## config.mk

```make
export PLATFORM = sky130hd
export DESIGN_NAME = grid_scanout
export DESIGN_NICKNAME = d
export VERILOG_FILES = /design/src/rtl/gol_pkg.sv /design/src/rtl/grid_scan_counter.sv /design/src/rtl/grid_scanout.sv
export SDC_FILE = /design/constraint.sdc
export NUM_CORES = 1
export LEC_CHECK = 0
export ABC_AREA = 1
export BUFFER_PORTS_ARGS = -buffer_cell sky130_fd_sc_hd__buf_2
export CAP_MARGIN = 20
export CORE_MARGIN = 2
export CORE_UTILIZATION = 45
export DETAILED_ROUTE_END_ITERATION = 10
export PLACE_DENSITY = 0.72
export SYNTH_ARGS = -nofsm -noshare
export SYNTH_HDL_FRONTEND = slang
export SYNTH_SLANG_ARGS = --single-unit
```

## constraint.sdc

```tcl
create_clock -name Clk -period 3.25 [get_ports Clk]
set_input_delay 0.1625 -clock Clk [delete_from_list [all_inputs] [get_ports Clk]]
set_output_delay 0.1625 -clock Clk [all_outputs]
set_load 0.01 [all_outputs]
```

## src/rtl/gol_pkg.sv

```systemverilog
// gol_pkg: shared grid constants, scan FSM encoding and cell bit-index helper
package gol_pkg;

    localparam int DEF_ROWS = 8;
    localparam int DEF_COLS = 8;

    typedef enum logic [1:0] {
        IDLE = 2'd0,
        SEND = 2'd1,
        DONE = 2'd2
    } state_t;

    // Cell (r,c) lives at bit r*cols+c of the flattened grid vector
    function automatic int unsigned cell_idx(input int unsigned r, input int unsigned c, input int unsigned cols);
        return r * cols + c;
    endfunction

endpackage

```

## src/rtl/grid_scan_counter.sv

```systemverilog
// grid_scan_counter: row-major row/col scan counter with wrap and end-of-row/frame flags
module grid_scan_counter
    import gol_pkg::*;
#(
    parameter int ROWS = DEF_ROWS,
    parameter int COLS = DEF_COLS,
    localparam int RW = $clog2(ROWS),
    localparam int CW = $clog2(COLS)
) (
    input  logic          Clk,
    input  logic          Rst,
    input  logic          clr,
    input  logic          en,
    output logic [RW-1:0] row,
    output logic [CW-1:0] col,
    output logic          eol,
    output logic          eof
);

    assign eol = col == CW'(COLS - 1);
    assign eof = eol && row == RW'(ROWS - 1);

    // Advance column each enable; a column wrap bumps the row, the last cell wraps to (0,0)
    always_ff @(posedge Clk or negedge Rst) begin
        if (!Rst) begin
            row <= '0;
            col <= '0;
        end else if (clr) begin
            row <= '0;
            col <= '0;
        end else if (en) begin
            col <= eol ? '0 : col + CW'(1);
            if (eol) row <= eof ? '0 : row + RW'(1);
        end
    end

endmodule

```

## src/rtl/grid_scanout.sv

```systemverilog
// grid_scanout: snapshots the cell grid on a generation tick and streams it cell by cell
module grid_scanout
    import gol_pkg::*;
#(
    parameter int ROWS = DEF_ROWS,
    parameter int COLS = DEF_COLS,
    localparam int RW = $clog2(ROWS),
    localparam int CW = $clog2(COLS)
) (
    input  logic                 Clk,
    input  logic                 Rst,
    input  logic [ROWS*COLS-1:0] grid_state,
    input  logic                 gen_tick,
    output logic                 out_valid,
    input  logic                 out_ready,
    output logic                 out_cell,
    output logic [RW-1:0]        out_row,
    output logic [CW-1:0]        out_col,
    output logic                 out_sof,
    output logic                 out_eol,
    output logic                 out_eof,
    output logic                 busy,
    output logic                 frame_done,
    output logic [15:0]          frame_count,
    output logic [7:0]           overrun_count
);

    localparam int IW = $clog2(ROWS * COLS);

    state_t               state, state_nx;
    logic [ROWS*COLS-1:0] snapshot;
    logic [IW-1:0]        idx;
    logic                 capture, xfer, eol, eof;

    grid_scan_counter #(.ROWS(ROWS), .COLS(COLS)) u_scan (
        .Clk (Clk),
        .Rst (Rst),
        .clr (capture),
        .en  (xfer),
        .row (out_row),
        .col (out_col),
        .eol (eol),
        .eof (eof)
    );

    assign out_valid  = state == SEND;
    assign busy       = state != IDLE;
    assign frame_done = state == DONE;
    assign xfer       = out_valid && out_ready;
    assign idx        = IW'(cell_idx(32'(out_row), 32'(out_col), COLS));
    assign out_cell   = out_valid && snapshot[idx];
    assign out_sof    = out_valid && out_row == '0 && out_col == '0;
    assign out_eol    = out_valid && eol;
    assign out_eof    = out_valid && eof;

    // Next state: capture from IDLE on a tick, finish after the last accepted cell, DONE lasts one cycle
    always_comb begin
        capture  = state == IDLE && gen_tick;
        state_nx = capture              ? SEND :
                   (xfer && eof)        ? DONE :
                   (state == DONE)      ? IDLE : state;
    end

    // State register
    always_ff @(posedge Clk or negedge Rst) begin
        if (!Rst) state <= IDLE;
        else      state <= state_nx;
    end

    // Snapshot is only loaded from IDLE, so it stays frozen for the whole frame
    always_ff @(posedge Clk or negedge Rst) begin
        if (!Rst)         snapshot <= '0;
        else if (capture) snapshot <= grid_state;
    end

    // Frame counter wraps; overrun counter saturates on ticks that arrive while busy
    always_ff @(posedge Clk or negedge Rst) begin
        if (!Rst) begin
            frame_count   <= '0;
            overrun_count <= '0;
        end else begin
            if (state == DONE) frame_count <= frame_count + 16'd1;
            if (gen_tick && busy && overrun_count != 8'hFF) overrun_count <= overrun_count + 8'd1;
        end
    end

endmodule
```

==> metrics.txt <==
# TYPE chip_impl_metric gauge
chip_impl_metric{name="cts.sinks",unit=""} 96
chip_impl_metric{name="ff_latch_area",unit="sq um"} 2402
chip_impl_metric{name="final_period_minus_worst_setup_slack",unit="ps"} 2616
chip_impl_metric{name="synth_mux_area_share",unit="%"} 16.11
chip_impl_metric{name="grt_overflow",unit=""} 0
chip_impl_info{name="crit_path_end_kind",value="primary output"} 1
chip_impl_metric{name="placeableCoreArea",unit="sq um"} 9774
chip_impl_metric{name="design.die.area",unit="sq um"} 10920
chip_impl_metric{name="remaining_antenna_violation_count",unit=""} 0
chip_impl_metric{name="core.rowCount",unit=""} 36
chip_impl_metric{name="ys.warnings.count",unit=""} 0
chip_impl_metric{name="detail_route.wl_per_cell",unit="microns"} 14.81
chip_impl_metric{name="max-cap-violations",unit=""} 0
chip_impl_metric{name="final.period_utilization",unit="%"} 80.49
chip_impl_metric{name="synth_top_area_share",unit="%"} 52.88
chip_impl_metric{name="synth.avg_cell_area",unit="sq um"} 10.54
chip_impl_metric{name="htreeDepth",unit=""} 3
chip_impl_metric{name="synthAdderAreaFrac",unit="%"} 2.203
chip_impl_info{name="rsz_0062_raised_after_global_routing",value="false"} 1
chip_impl_metric{name="hpwlAfterDp",unit="mm"} 7.098
chip_impl_info{name="clock_tree_from_tritoncts",value="done"} 1
chip_impl_metric{name="worst_slack",unit="ps"} 634.2
chip_impl_metric{name="detailroute.via_count",unit=""} 3396
chip_impl_info{name="synth_largest_area_cell",value="sky130_fd_sc_hd__dfrtp_1"} 1
chip_impl_metric{name="drtIter0Drc",unit=""} 130
chip_impl_metric{name="final_max_slew_viol_count",unit=""} 0
chip_impl_metric{name="antenna_found_initial",unit=""} 1
chip_impl_metric{name="vdd_drop_max",unit="uV"} 325.0
chip_impl_metric{name="cellPowerDensity",unit="nW/um^2"} 741.5
chip_impl_metric{name="cp_max_fo",unit=""} 33
chip_impl_metric{name="tightestPinTransition",unit="ps"} 931.4
chip_impl_metric{name="cts_inserted_buffers",unit=""} 9
chip_impl_info{name="critPathLaunchType",value="flop"} 1
chip_impl_metric{name="grt_pass1_vias",unit=""} 3416
chip_impl_info{name="layout_common_cells",value="sky130_fd_sc_hd__nand2_1 (103), sky130_fd_sc_hd__buf_2 (103), sky130_fd_sc_hd__dfrtp_1 (96)"} 1
chip_impl_metric{name="largest_net_degree_at_the_start_of_global_routing",unit=""} 76
chip_impl_metric{name="yosys.area_share.simple",unit="%"} 19.75
chip_impl_metric{name="clk-insertion-delay-late",unit="ps"} 360
chip_impl_metric{name="detail_route.wirelength",unit="mm"} 9.995
chip_impl_metric{name="setup_violations",unit=""} 0
chip_impl_metric{name="worstPathArrival",unit="ps"} 2450
chip_impl_metric{name="mappedNetlistArea",unit="sq um"} 4543
chip_impl_metric{name="globalRouteTotalUtil",unit="%"} 19.07
chip_impl_metric{name="route.detailed.drc",unit=""} 0
chip_impl_info{name="status",value="finished, final reports clean"} 1
chip_impl_metric{name="synth_seq_area_share",unit="%"} 52.88
chip_impl_metric{name="avgViaCountPerCell",unit=""} 5.031
chip_impl_metric{name="mapped_nets",unit=""} 507
chip_impl_metric{name="fin_nets",unit=""} 612
chip_impl_metric{name="fin_worst_skew",unit="ps"} 7.460
chip_impl_info{name="clock_tree.root_cell",value="sky130_fd_sc_hd__clkbuf_8"} 1
chip_impl_metric{name="ioPinCount",unit=""} 105
chip_impl_metric{name="post_synth_num_cell_types",unit=""} 26
chip_impl_metric{name="fin_tns_setup",unit="ps"} 0
chip_impl_metric{name="drive_above_1_share",unit="%"} 35.49
chip_impl_info{name="path_class",value="flop to primary output"} 1
chip_impl_metric{name="post_synth_inst_count",unit=""} 431
chip_impl_metric{name="dpl_worst_slack",unit="ps"} 1031
chip_impl_metric{name="drt_first_pass_iters",unit=""} 4
chip_impl_metric{name="final_hold_viol_count",unit=""} 0
chip_impl_metric{name="relSlewSlack",unit="%"} 37.90
chip_impl_metric{name="power_leakage",unit="uW"} 0.002682
chip_impl_metric{name="ys_ff_latch",unit=""} 96
chip_impl_metric{name="start_util",unit="%"} 46.48
chip_impl_metric{name="yosys.area_share.xor_xnor",unit="%"} 4.241
chip_impl_metric{name="clock_transition_at_path_regs",unit="ps"} 90
chip_impl_metric{name="die_w",unit="microns"} 104.5
chip_impl_metric{name="grt_first_pass_wirelength",unit="mm"} 16.68
chip_impl_metric{name="cp.required",unit="ps"} 3090
chip_impl_metric{name="postCtsResizedCells",unit=""} 0
chip_impl_metric{name="layout-area-overhead-vs-synth",unit="%"} 18.92
chip_impl_info{name="synth_top_family_by_area",value="simple AND/OR/NAND/NOR gates"} 1
chip_impl_metric{name="cts.path.max_buffers",unit=""} 2
chip_impl_info{name="worstHoldPathType",value="input pin to flop"} 1
chip_impl_metric{name="final.fill_count",unit=""} 910
chip_impl_info{name="synth_area_leaders",value="sky130_fd_sc_hd__dfrtp_1 (53%), sky130_fd_sc_hd__mux2_2 (13%), sky130_fd_sc_hd__nand2_1 (8.6%), sky130_fd_sc_hd__nand3_1 (7.1%), sky130_fd_sc_hd__mux2_1 (3.2%)"} 1
chip_impl_metric{name="multi_input_area",unit="sq um"} 1986
chip_impl_metric{name="placement.io_buffers",unit=""} 104
chip_impl_metric{name="floorplan.die.height",unit="microns"} 104.5
chip_impl_metric{name="fmax",unit="GHz"} 0.3823
chip_impl_metric{name="place_congestion",unit=""} 0.8521
chip_impl_metric{name="complex_gate_fraction_of_the_synthesized_area",unit="%"} 1.349
-- stage by stage --
step	total power, uW	instances	area [sq um]	utilization [%]	hold slack (ps)
after floorplan	2881	431	4543	-	-133.1
after global placement	3274	653	5184	53.03	351.0
after detailed placement	3341	653	5184	53.03	357.9
after CTS	4040	674	5400	55.25	4.712
after global routing	4308	675	5403	55.27	7.097
final	4006	675	5403	55.27	17.40
-- layout make-up --
cell class / instances / share of cell area (%)
Antenna cell: 1 / 0.04632
Clock buffer: 13 / 2.756
Clock inverter: 3 / 0.3242
Inverter: 19 / 1.320
Multi-Input combinational cell: 298 / 36.75
Sequential cell: 96 / 44.46
Tap cell: 133 / 3.080
Timing Repair Buffer: 112 / 11.26
-- final timing paths --
kind | start | cells past startpoint | slack (ps) | to
setup / recovery | u_scan.col[0]$_DFFE_PN0P_ | 10 | 630 | out_cell
min in group asynchronous | Rst | 2 | 500 | snapshot[1]$_DFFE_PN0P_
max in group asynchronous | Rst | 3 | 1880 | overrun_count[5]$_DFFE_PN0P_
hold reg to reg | overrun_count[4]$_DFFE_PN0P_ | 1 | 500 | overrun_count[4]$_DFFE_PN0P_
setup reg to reg | u_scan.col[1]$_DFFE_PN0P_ | 7 | 1330 | state[0]$_DFFE_PN0P_
hold / removal | grid_state[8] | 2 | 20 | snapshot[8]$_DFFE_PN0P_
-- state kept, by name, indices dropped and copies added, names as in the netlist --
signal,flops
frame_count,16
overrun_count,8
snapshot,64
state,2
u_scan.col,3
u_scan.row,3
-- cell families after synthesis --
family,Yosys count
buffers and inverters,37
muxes,65
DFF,96
and+or+nand+nor,192
xor gates and xnor gates,22
adders and majority gates,8
AOI/OAI and AO/OA,11
-- cell usage after synthesis, drive strengths merged --
cell,count
o21ai,7
a21oi,3
nor3,2
nand4,2
nand3,67
o21bai,1
nor2,15
dfrtp,96
xnor2,10
xor2,12
mux2,65
buf,15
nand2,106
inv,18
ha,8
clkbuf,3
clkinv,1
-- where the power goes --
part | internal [uW] | switching [uW] | total, uW
sequential | 1590 | 357 | 1950
clock | 298 | 392 | 690
combinational | 648 | 722 | 1370
-- repair_timing --
action / in CTS / in global routing
setup buffers: 0 / 0
endpoints found under the setup margin: 0 / 0
endpoints found under the hold margin: 78 / 0
hold buffers: 5 / 0
-- worst max-delay path, cell delays in order, from the launching register on --
cell,delay [ps]
sky130_fd_sc_hd__dfrtp_1,630
sky130_fd_sc_hd__inv_2,520
sky130_fd_sc_hd__nand2_1,90
sky130_fd_sc_hd__nand3_1,100
sky130_fd_sc_hd__nand3_1,100
sky130_fd_sc_hd__nand2_1,110
sky130_fd_sc_hd__nand2_1,50
sky130_fd_sc_hd__nand3_1,70
sky130_fd_sc_hd__nand3_1,80
sky130_fd_sc_hd__a21oi_1,170
sky130_fd_sc_hd__buf_2,160
-- per-layer routing --
layer | part of all wire (%) | GRT usage (%)
met1 | 43 | 23.74
met2 | 51 | 32.87
met3 | 3.8 | 2.444
met4 | 2.3 | 8.977
met5 | 0 | 0
(Power assumes the default switching activity.)
